--- src/rtl/machine_pkg.sv ---
// rtl/machine_pkg.sv - shared types and widths for the input conditioner and control automaton
// Contents: state_t (IDLE/WAIT/RUN run-handshake states), ON_W (mode code width).
package machine_pkg;

    localparam int ON_W = 2;

    typedef enum logic [1:0] {
        IDLE = 2'd0,
        WAIT = 2'd1,
        RUN  = 2'd2
    } state_t;

endpackage

--- src/rtl/debounce_bit.sv ---
// rtl/debounce_bit.sv - synchroniser plus debouncer for one asynchronous input bit
// Ports: clk (rising edge), rst (async, active-low), raw (asynchronous input),
//        stable (debounced value, registered).
module debounce_bit #(
    parameter int SYNC_STAGES     = 2,
    parameter int DEBOUNCE_CYCLES = 4
) (
    input  logic clk,
    input  logic rst,
    input  logic raw,
    output logic stable
);

    localparam int                CNT_W    = $clog2(DEBOUNCE_CYCLES + 1);
    localparam logic [CNT_W-1:0] CNT_LAST = CNT_W'(DEBOUNCE_CYCLES - 1);

    logic [SYNC_STAGES-1:0] sync_q;
    logic [CNT_W-1:0]       cnt_q, cnt_d;
    logic                   stable_q, stable_d;
    logic                   sync_bit;

    assign sync_bit = sync_q[SYNC_STAGES-1];
    assign stable   = stable_q;

    // The counter only survives while the synchronised value keeps disagreeing;
    // the flip happens on the edge where it would reach DEBOUNCE_CYCLES.
    always_comb begin
        cnt_d    = '0;
        stable_d = stable_q;
        if (sync_bit != stable_q) begin
            if (cnt_q == CNT_LAST) begin
                stable_d = sync_bit;
            end else begin
                cnt_d = cnt_q + 1'b1;
            end
        end
    end

    always_ff @(posedge clk or negedge rst) begin
        if (!rst) begin
            sync_q   <= '0;
            cnt_q    <= '0;
            stable_q <= 1'b0;
        end else begin
            sync_q   <= {sync_q[SYNC_STAGES-2:0], raw};
            cnt_q    <= cnt_d;
            stable_q <= stable_d;
        end
    end

endmodule

--- src/rtl/input_conditioner.sv ---
// rtl/input_conditioner.sv - debounced mode/start front end with busy handshake to the control automaton
// Ports: clk, rst (async, active-low), on_raw[1:0], start_raw, active (automaton busy),
//        on[1:0] (clean mode code), start (1-cycle pulse), rejected (1-cycle pulse).
// Optional: define START_QUEUE_EN to hold one press made while busy and launch it on return to IDLE.
module input_conditioner
    import machine_pkg::*;
#(
    parameter int DEBOUNCE_CYCLES = 4,
    parameter int SYNC_STAGES     = 2
) (
    input  logic            clk,
    input  logic            rst,
    input  logic [ON_W-1:0] on_raw,
    input  logic            start_raw,
    input  logic            active,
    output logic [ON_W-1:0] on,
    output logic            start,
    output logic            rejected
);

    logic [ON_W-1:0] on_stable;
    logic            start_stable;
    logic            start_prev_q;
    logic            start_req;
    logic            launch;

    state_t          state_q, state_d;
    logic [ON_W-1:0] frozen_q, frozen_d;
    logic            start_q, start_d;
    logic            rejected_q, rejected_d;
`ifdef START_QUEUE_EN
    logic            pending_q, pending_d;
`endif

    for (genvar g = 0; g < ON_W; g++) begin : g_on_db
        debounce_bit #(
            .SYNC_STAGES     (SYNC_STAGES),
            .DEBOUNCE_CYCLES (DEBOUNCE_CYCLES)
        ) u_db (
            .clk    (clk),
            .rst    (rst),
            .raw    (on_raw[g]),
            .stable (on_stable[g])
        );
    end

    debounce_bit #(
        .SYNC_STAGES     (SYNC_STAGES),
        .DEBOUNCE_CYCLES (DEBOUNCE_CYCLES)
    ) u_start_db (
        .clk    (clk),
        .rst    (rst),
        .raw    (start_raw),
        .stable (start_stable)
    );

    // Press edge only; the release edge is ignored.
    assign start_req = start_stable & ~start_prev_q;

    // Both mux legs are registers: in IDLE the debounced switches pass through,
    // otherwise the value latched at launch is held.
    assign on       = (state_q == IDLE) ? on_stable : frozen_q;
    assign start    = start_q;
    assign rejected = rejected_q;

    always_comb begin
        state_d    = state_q;
        frozen_d   = frozen_q;
        start_d    = 1'b0;
        rejected_d = 1'b0;
        launch     = 1'b0;
`ifdef START_QUEUE_EN
        pending_d  = pending_q;
`endif
        case (state_q)
            IDLE: begin
`ifdef START_QUEUE_EN
                if (!active && (start_req || pending_q)) begin
                    launch    = 1'b1;
                    // A fresh press coinciding with a queued launch stays queued.
                    pending_d = start_req && pending_q;
                end else if (start_req) begin
                    rejected_d = 1'b1;
                end
`else
                if (start_req) begin
                    if (active) begin
                        rejected_d = 1'b1;
                    end else begin
                        launch = 1'b1;
                    end
                end
`endif
            end
            WAIT: begin
                if (active) begin
                    state_d = RUN;
                end
            end
            RUN: begin
                if (!active) begin
                    state_d = IDLE;
                end
            end
            default: state_d = IDLE;
        endcase

        // Presses while a run is in flight, including the cycle active drops.
        if (state_q != IDLE && start_req) begin
`ifdef START_QUEUE_EN
            if (pending_q) begin
                rejected_d = 1'b1;
            end else begin
                pending_d = 1'b1;
            end
`else
            rejected_d = 1'b1;
`endif
        end

        if (launch) begin
            start_d  = 1'b1;
            frozen_d = on_stable;
            state_d  = WAIT;
        end
    end

    always_ff @(posedge clk or negedge rst) begin
        if (!rst) begin
            state_q      <= IDLE;
            frozen_q     <= '0;
            start_q      <= 1'b0;
            rejected_q   <= 1'b0;
            start_prev_q <= 1'b0;
`ifdef START_QUEUE_EN
            pending_q    <= 1'b0;
`endif
        end else begin
            state_q      <= state_d;
            frozen_q     <= frozen_d;
            start_q      <= start_d;
            rejected_q   <= rejected_d;
            start_prev_q <= start_stable;
`ifdef START_QUEUE_EN
            pending_q    <= pending_d;
`endif
        end
    end

endmodule

--- config.mk ---
export PLATFORM = sky130hd
export DESIGN_NAME = input_conditioner
export DESIGN_NICKNAME = d
export VERILOG_FILES = /design/src/rtl/machine_pkg.sv /design/src/rtl/debounce_bit.sv /design/src/rtl/input_conditioner.sv
export SDC_FILE = /design/constraint.sdc
export NUM_CORES = 1
export LEC_CHECK = 0
export BUFFER_PORTS_ARGS = -buffer_cell sky130_fd_sc_hd__buf_2
export CAP_MARGIN = 15
export CORE_UTILIZATION = 58
export CTS_BUF_LIST = sky130_fd_sc_hd__clkbuf_8
export CTS_CLUSTER_SIZE = 8
export DETAILED_ROUTE_END_ITERATION = 12
export GPL_ROUTABILITY_DRIVEN = 0
export PLACE_DENSITY = 0.79
export SYNTH_ARGS = -nofsm -noshare
export SYNTH_HDL_FRONTEND = slang
export SYNTH_SLANG_ARGS = --single-unit
--- constraint.sdc ---
create_clock -name clk -period 1.51 [get_ports clk]
set_input_delay 0.151 -clock clk [delete_from_list [all_inputs] [get_ports clk]]
set_output_delay 0.151 -clock clk [all_outputs]
set_load 0.01 [all_outputs]
==> summary.txt <==
=====================================================================================================
Run status                                                                               finished clean
Fillers                                                                                            83
Width of the die                                                                              41.7 um
Post-synthesis compound-gate area fraction                                                         0%
Final hold violations                                                                               0
Core area                                                                                   1380 um^2
Launch point of the worst reg-to-reg path                                                u_start_db.cnt_q[0]
Clock latency of the later-clocked register in the worst-skew pair                            0.26 ns
Post-synthesis share of cell area spent on full adders, half adders and majority gates          4.10%
Count of port buffers added during placement                                                        9
Hold slack                                                                                  0.0806 ns
Worst EP required                                                                             1.36 ns
Clk root buf                                                                             sky130_fd_sc_hd__clkbuf_8
Maximum number of pins on one net before global-route repair                                       26
Overall track demand over capacity in global routing                                            18.6%
Crit end category                                                                          output pin
Final WL                                                                                      1.35 mm
Arr. time, crit path                                                                          1.31 ns
Worst vdd ir                                                                                  1.51 mV
Detailed-placement wirelength estimate                                                         903 um
Initial Utilization                                                                             66.2%
TNS Setup                                                                                        0 ns
Startpoint-to-endpoint class of the critical path                                        flop to output pin
Buffers from clock root to sink, at most                                                            2
Xor and xnor area share after synthesis                                                         3.83%
Initial antenna violation count                                                                     0
Total Nets Final                                                                                   87
Cell Area, Synth                                                                             916 um^2
Area enclosed by the die boundary                                                           1740 um^2
Count of distinct cell types in the synthesized netlist                                            16
CTS tree                                                                                        built
Share of synthesized cell area in and, or, nand and nor gates                                   13.9%
First-pass GRT wire length                                                                    2.32 mm
Number of clock sinks                                                                              25
Peak fanout along the critical path                                                                 4
Vias in the first global route                                                                    532
Mean Syn Cell Area                                                                          15.3 um^2
Post-Synthesis Net Count                                                                           69
Fraction of layout instances using a drive strength above 1                                     32.5%
Number of standard-cell rows in the floorplan                                                      13
Count of TritonRoute iterations in the first routing pass                                           1
Remaining DRCs                                                                                      0
Flip-flop and latch count after synthesis                                                          25
Number of DRC markers after the initial detailed-route iteration                                    0
Number of levels the H-tree was split into                                                          1
Overflow after GRT                                                                                  0
Class of the most critical hold timing path                                              input pin to flop
Number of endpoints failing setup at the final stage                                                0
Main combinational cell family by area after synthesis                                   simple AND/OR/NAND/NOR gates
Rel. slew slack                                                                                 65.0%
Actual slew at the worst max-slew pin                                                        0.525 ns
Minimum clock period after layout                                                             1.46 ns
Total number of yosys warnings                                                                      0
Utilization after layout                                                                        77.7%
Count of pins over their slew limit                                                                 0
Number of clock buffers inserted by TritonCTS                                                       3
Tcrit/Tclk final                                                                                97.0%
Clk_skew                                                                                   0.00153 ns
Area added between synthesis and finish                                                         17.3%
Synth Instances                                                                                    60
Clock-pin transition on the worst setup and hold timing paths                                 0.08 ns
Post-synthesis mux area share                                                                   9.43%
Routed vias/inst                                                                                 5.27
Worst setup path startpoint                                                                state_q[1]
Leak pwr                                                                                  0.000535 uW
Category of the worst setup path launch point                                                    flop
Number of I/O pins                                                                                 10
Detail-routed net length per standard cell                                                    14.7 um
Remaining number of nets flagged by the antenna check after routing                                 0
Fmax                                                                                          683 MHz
Vias after detailed routing                                                                       485
Antenna diode instance count                                                                        0
Min-delay src                                                                                  active
Number of violations of the max-capacitance limit                                                   0
Height of the die                                                                             41.7 um
Fraction of the yosys area taken by sequential cells                                            68.3%
PwrDens                                                                                  1840 nW/um^2
=====================================================================================================
## Yosys cell counts (all sizes together)
| master | n | share of area, % |
|---|---|---|
| and2 | 1 | 0.68 |
| and2b | 2 | 1.8 |
| dfrtp | 25 | 68 |
| ha | 3 | 4.1 |
| inv | 1 | 0.41 |
| mux2 | 7 | 9.4 |
| nand2 | 1 | 0.68 |
| nor2 | 2 | 0.82 |
| nor2b | 5 | 3.4 |
| nor3 | 5 | 3.3 |
| nor3b | 4 | 3.3 |
| xnor2 | 3 | 2.9 |
| xor2 | 1 | 0.96 |
## cells in the final DEF (no fill, tap or decap), drive strengths merged
| cell type | instances |
|---|---|
| dfrtp | 25 |
| buf | 9 |
| mux2 | 7 |
| nor2b | 5 |
| nor3 | 5 |
| nor3b | 4 |
| dlygate4sd3 | 4 |
| xnor2 | 3 |
| ha | 3 |
| clkbuf | 3 |
| inv | 2 |
| nor2 | 2 |
| and2b | 2 |
| nand2 | 1 |
| xor2 | 1 |
| and2 | 1 |
## worst max-delay path, stage by stage, from the launching register on
cell,delay (ns)
sky130_fd_sc_hd__dfrtp_2,0.46
sky130_fd_sc_hd__nor2_4,0.13
sky130_fd_sc_hd__mux2_2,0.33
sky130_fd_sc_hd__buf_2,0.14
## per-layer routing
metal  up-vias  part of all wire [%]  global-route usage, %
met5         -                     0                      0
met4         0                   2.7                   11.6
met3         4                   2.5                   3.91
met2        10                    54                   32.8
met1       239                    41                   20.0
li1        232                     -                      -
## timing repair
action / in CTS / in global routing
gates resized for setup: 1 / 3
endpoints found under the setup margin: 2 / 2
hold buffers: 4 / 0
hold endpoints to repair: 28 / 0
pin swaps: 0 / 1
buffers inserted: 0 / 0
## path summary, 6_finish.rpt
kind | cells past startpoint | to | slack (ns)
worst max-delay path | 3 | on[0] | 0.05
worst min-delay path | 2 | state_q[0] | 0.08
worst max register to register | 3 | u_start_db.stable | 0.21
worst min register to register | 0 | g_on_db[1].u_db.sync_q[1] | 0.36
max in group asynchronous | 2 | state_q[1] | 0.74
min in group asynchronous | 2 | rejected | 0.39
## flip-flops by register name, indices dropped and copies added, names as in the netlist
| register | flops |
|---|---|
| u_start_db.sync_q | 2 |
| g_on_db.u_db.sync_q | 4 |
| start | 1 |
| rejected | 1 |
| g_on_db.u_db.stable | 2 |
| u_start_db.cnt_q | 3 |
| state_q | 2 |
| g_on_db.u_db.cnt_q | 6 |
| frozen_q | 2 |
| u_start_db.stable | 1 |
| start_prev_q | 1 |
## power breakdown
group	switching, uW	internal [uW]
Combinational	253	338
Sequential	146	865
Clock	189	181
## cell type report
class	instances	area (um^2)	share of cell area, %
inverter	1	3.75	0.349
multi-input combinational	34	294	27.4
clock inverter	1	3.75	0.349
sequential	25	628	58.4
timing repair buffer	13	85.1	7.92
clock buffer	3	41.3	3.84
tap	15	18.8	1.75
## stage by stage
stage,instance area (um^2),setup WS (ns),instances,power [uW]
detailed placement,980,0.249,84,1580
global placement,980,0.288,84,1540
finish,1070,0.0452,92,1970
global route,1070,-0.00326,92,2090
CTS,1070,0.00269,92,1980
floorplan,916,0.373,60,1410
## kinds of logic after synthesis
logic type	Yosys count
fa+ha+maj	3
mux	7
buf+inv	1
xor+xnor	4
simple gates	20
flops	25
No activity file was read; power rests on OpenSTA's default activity.
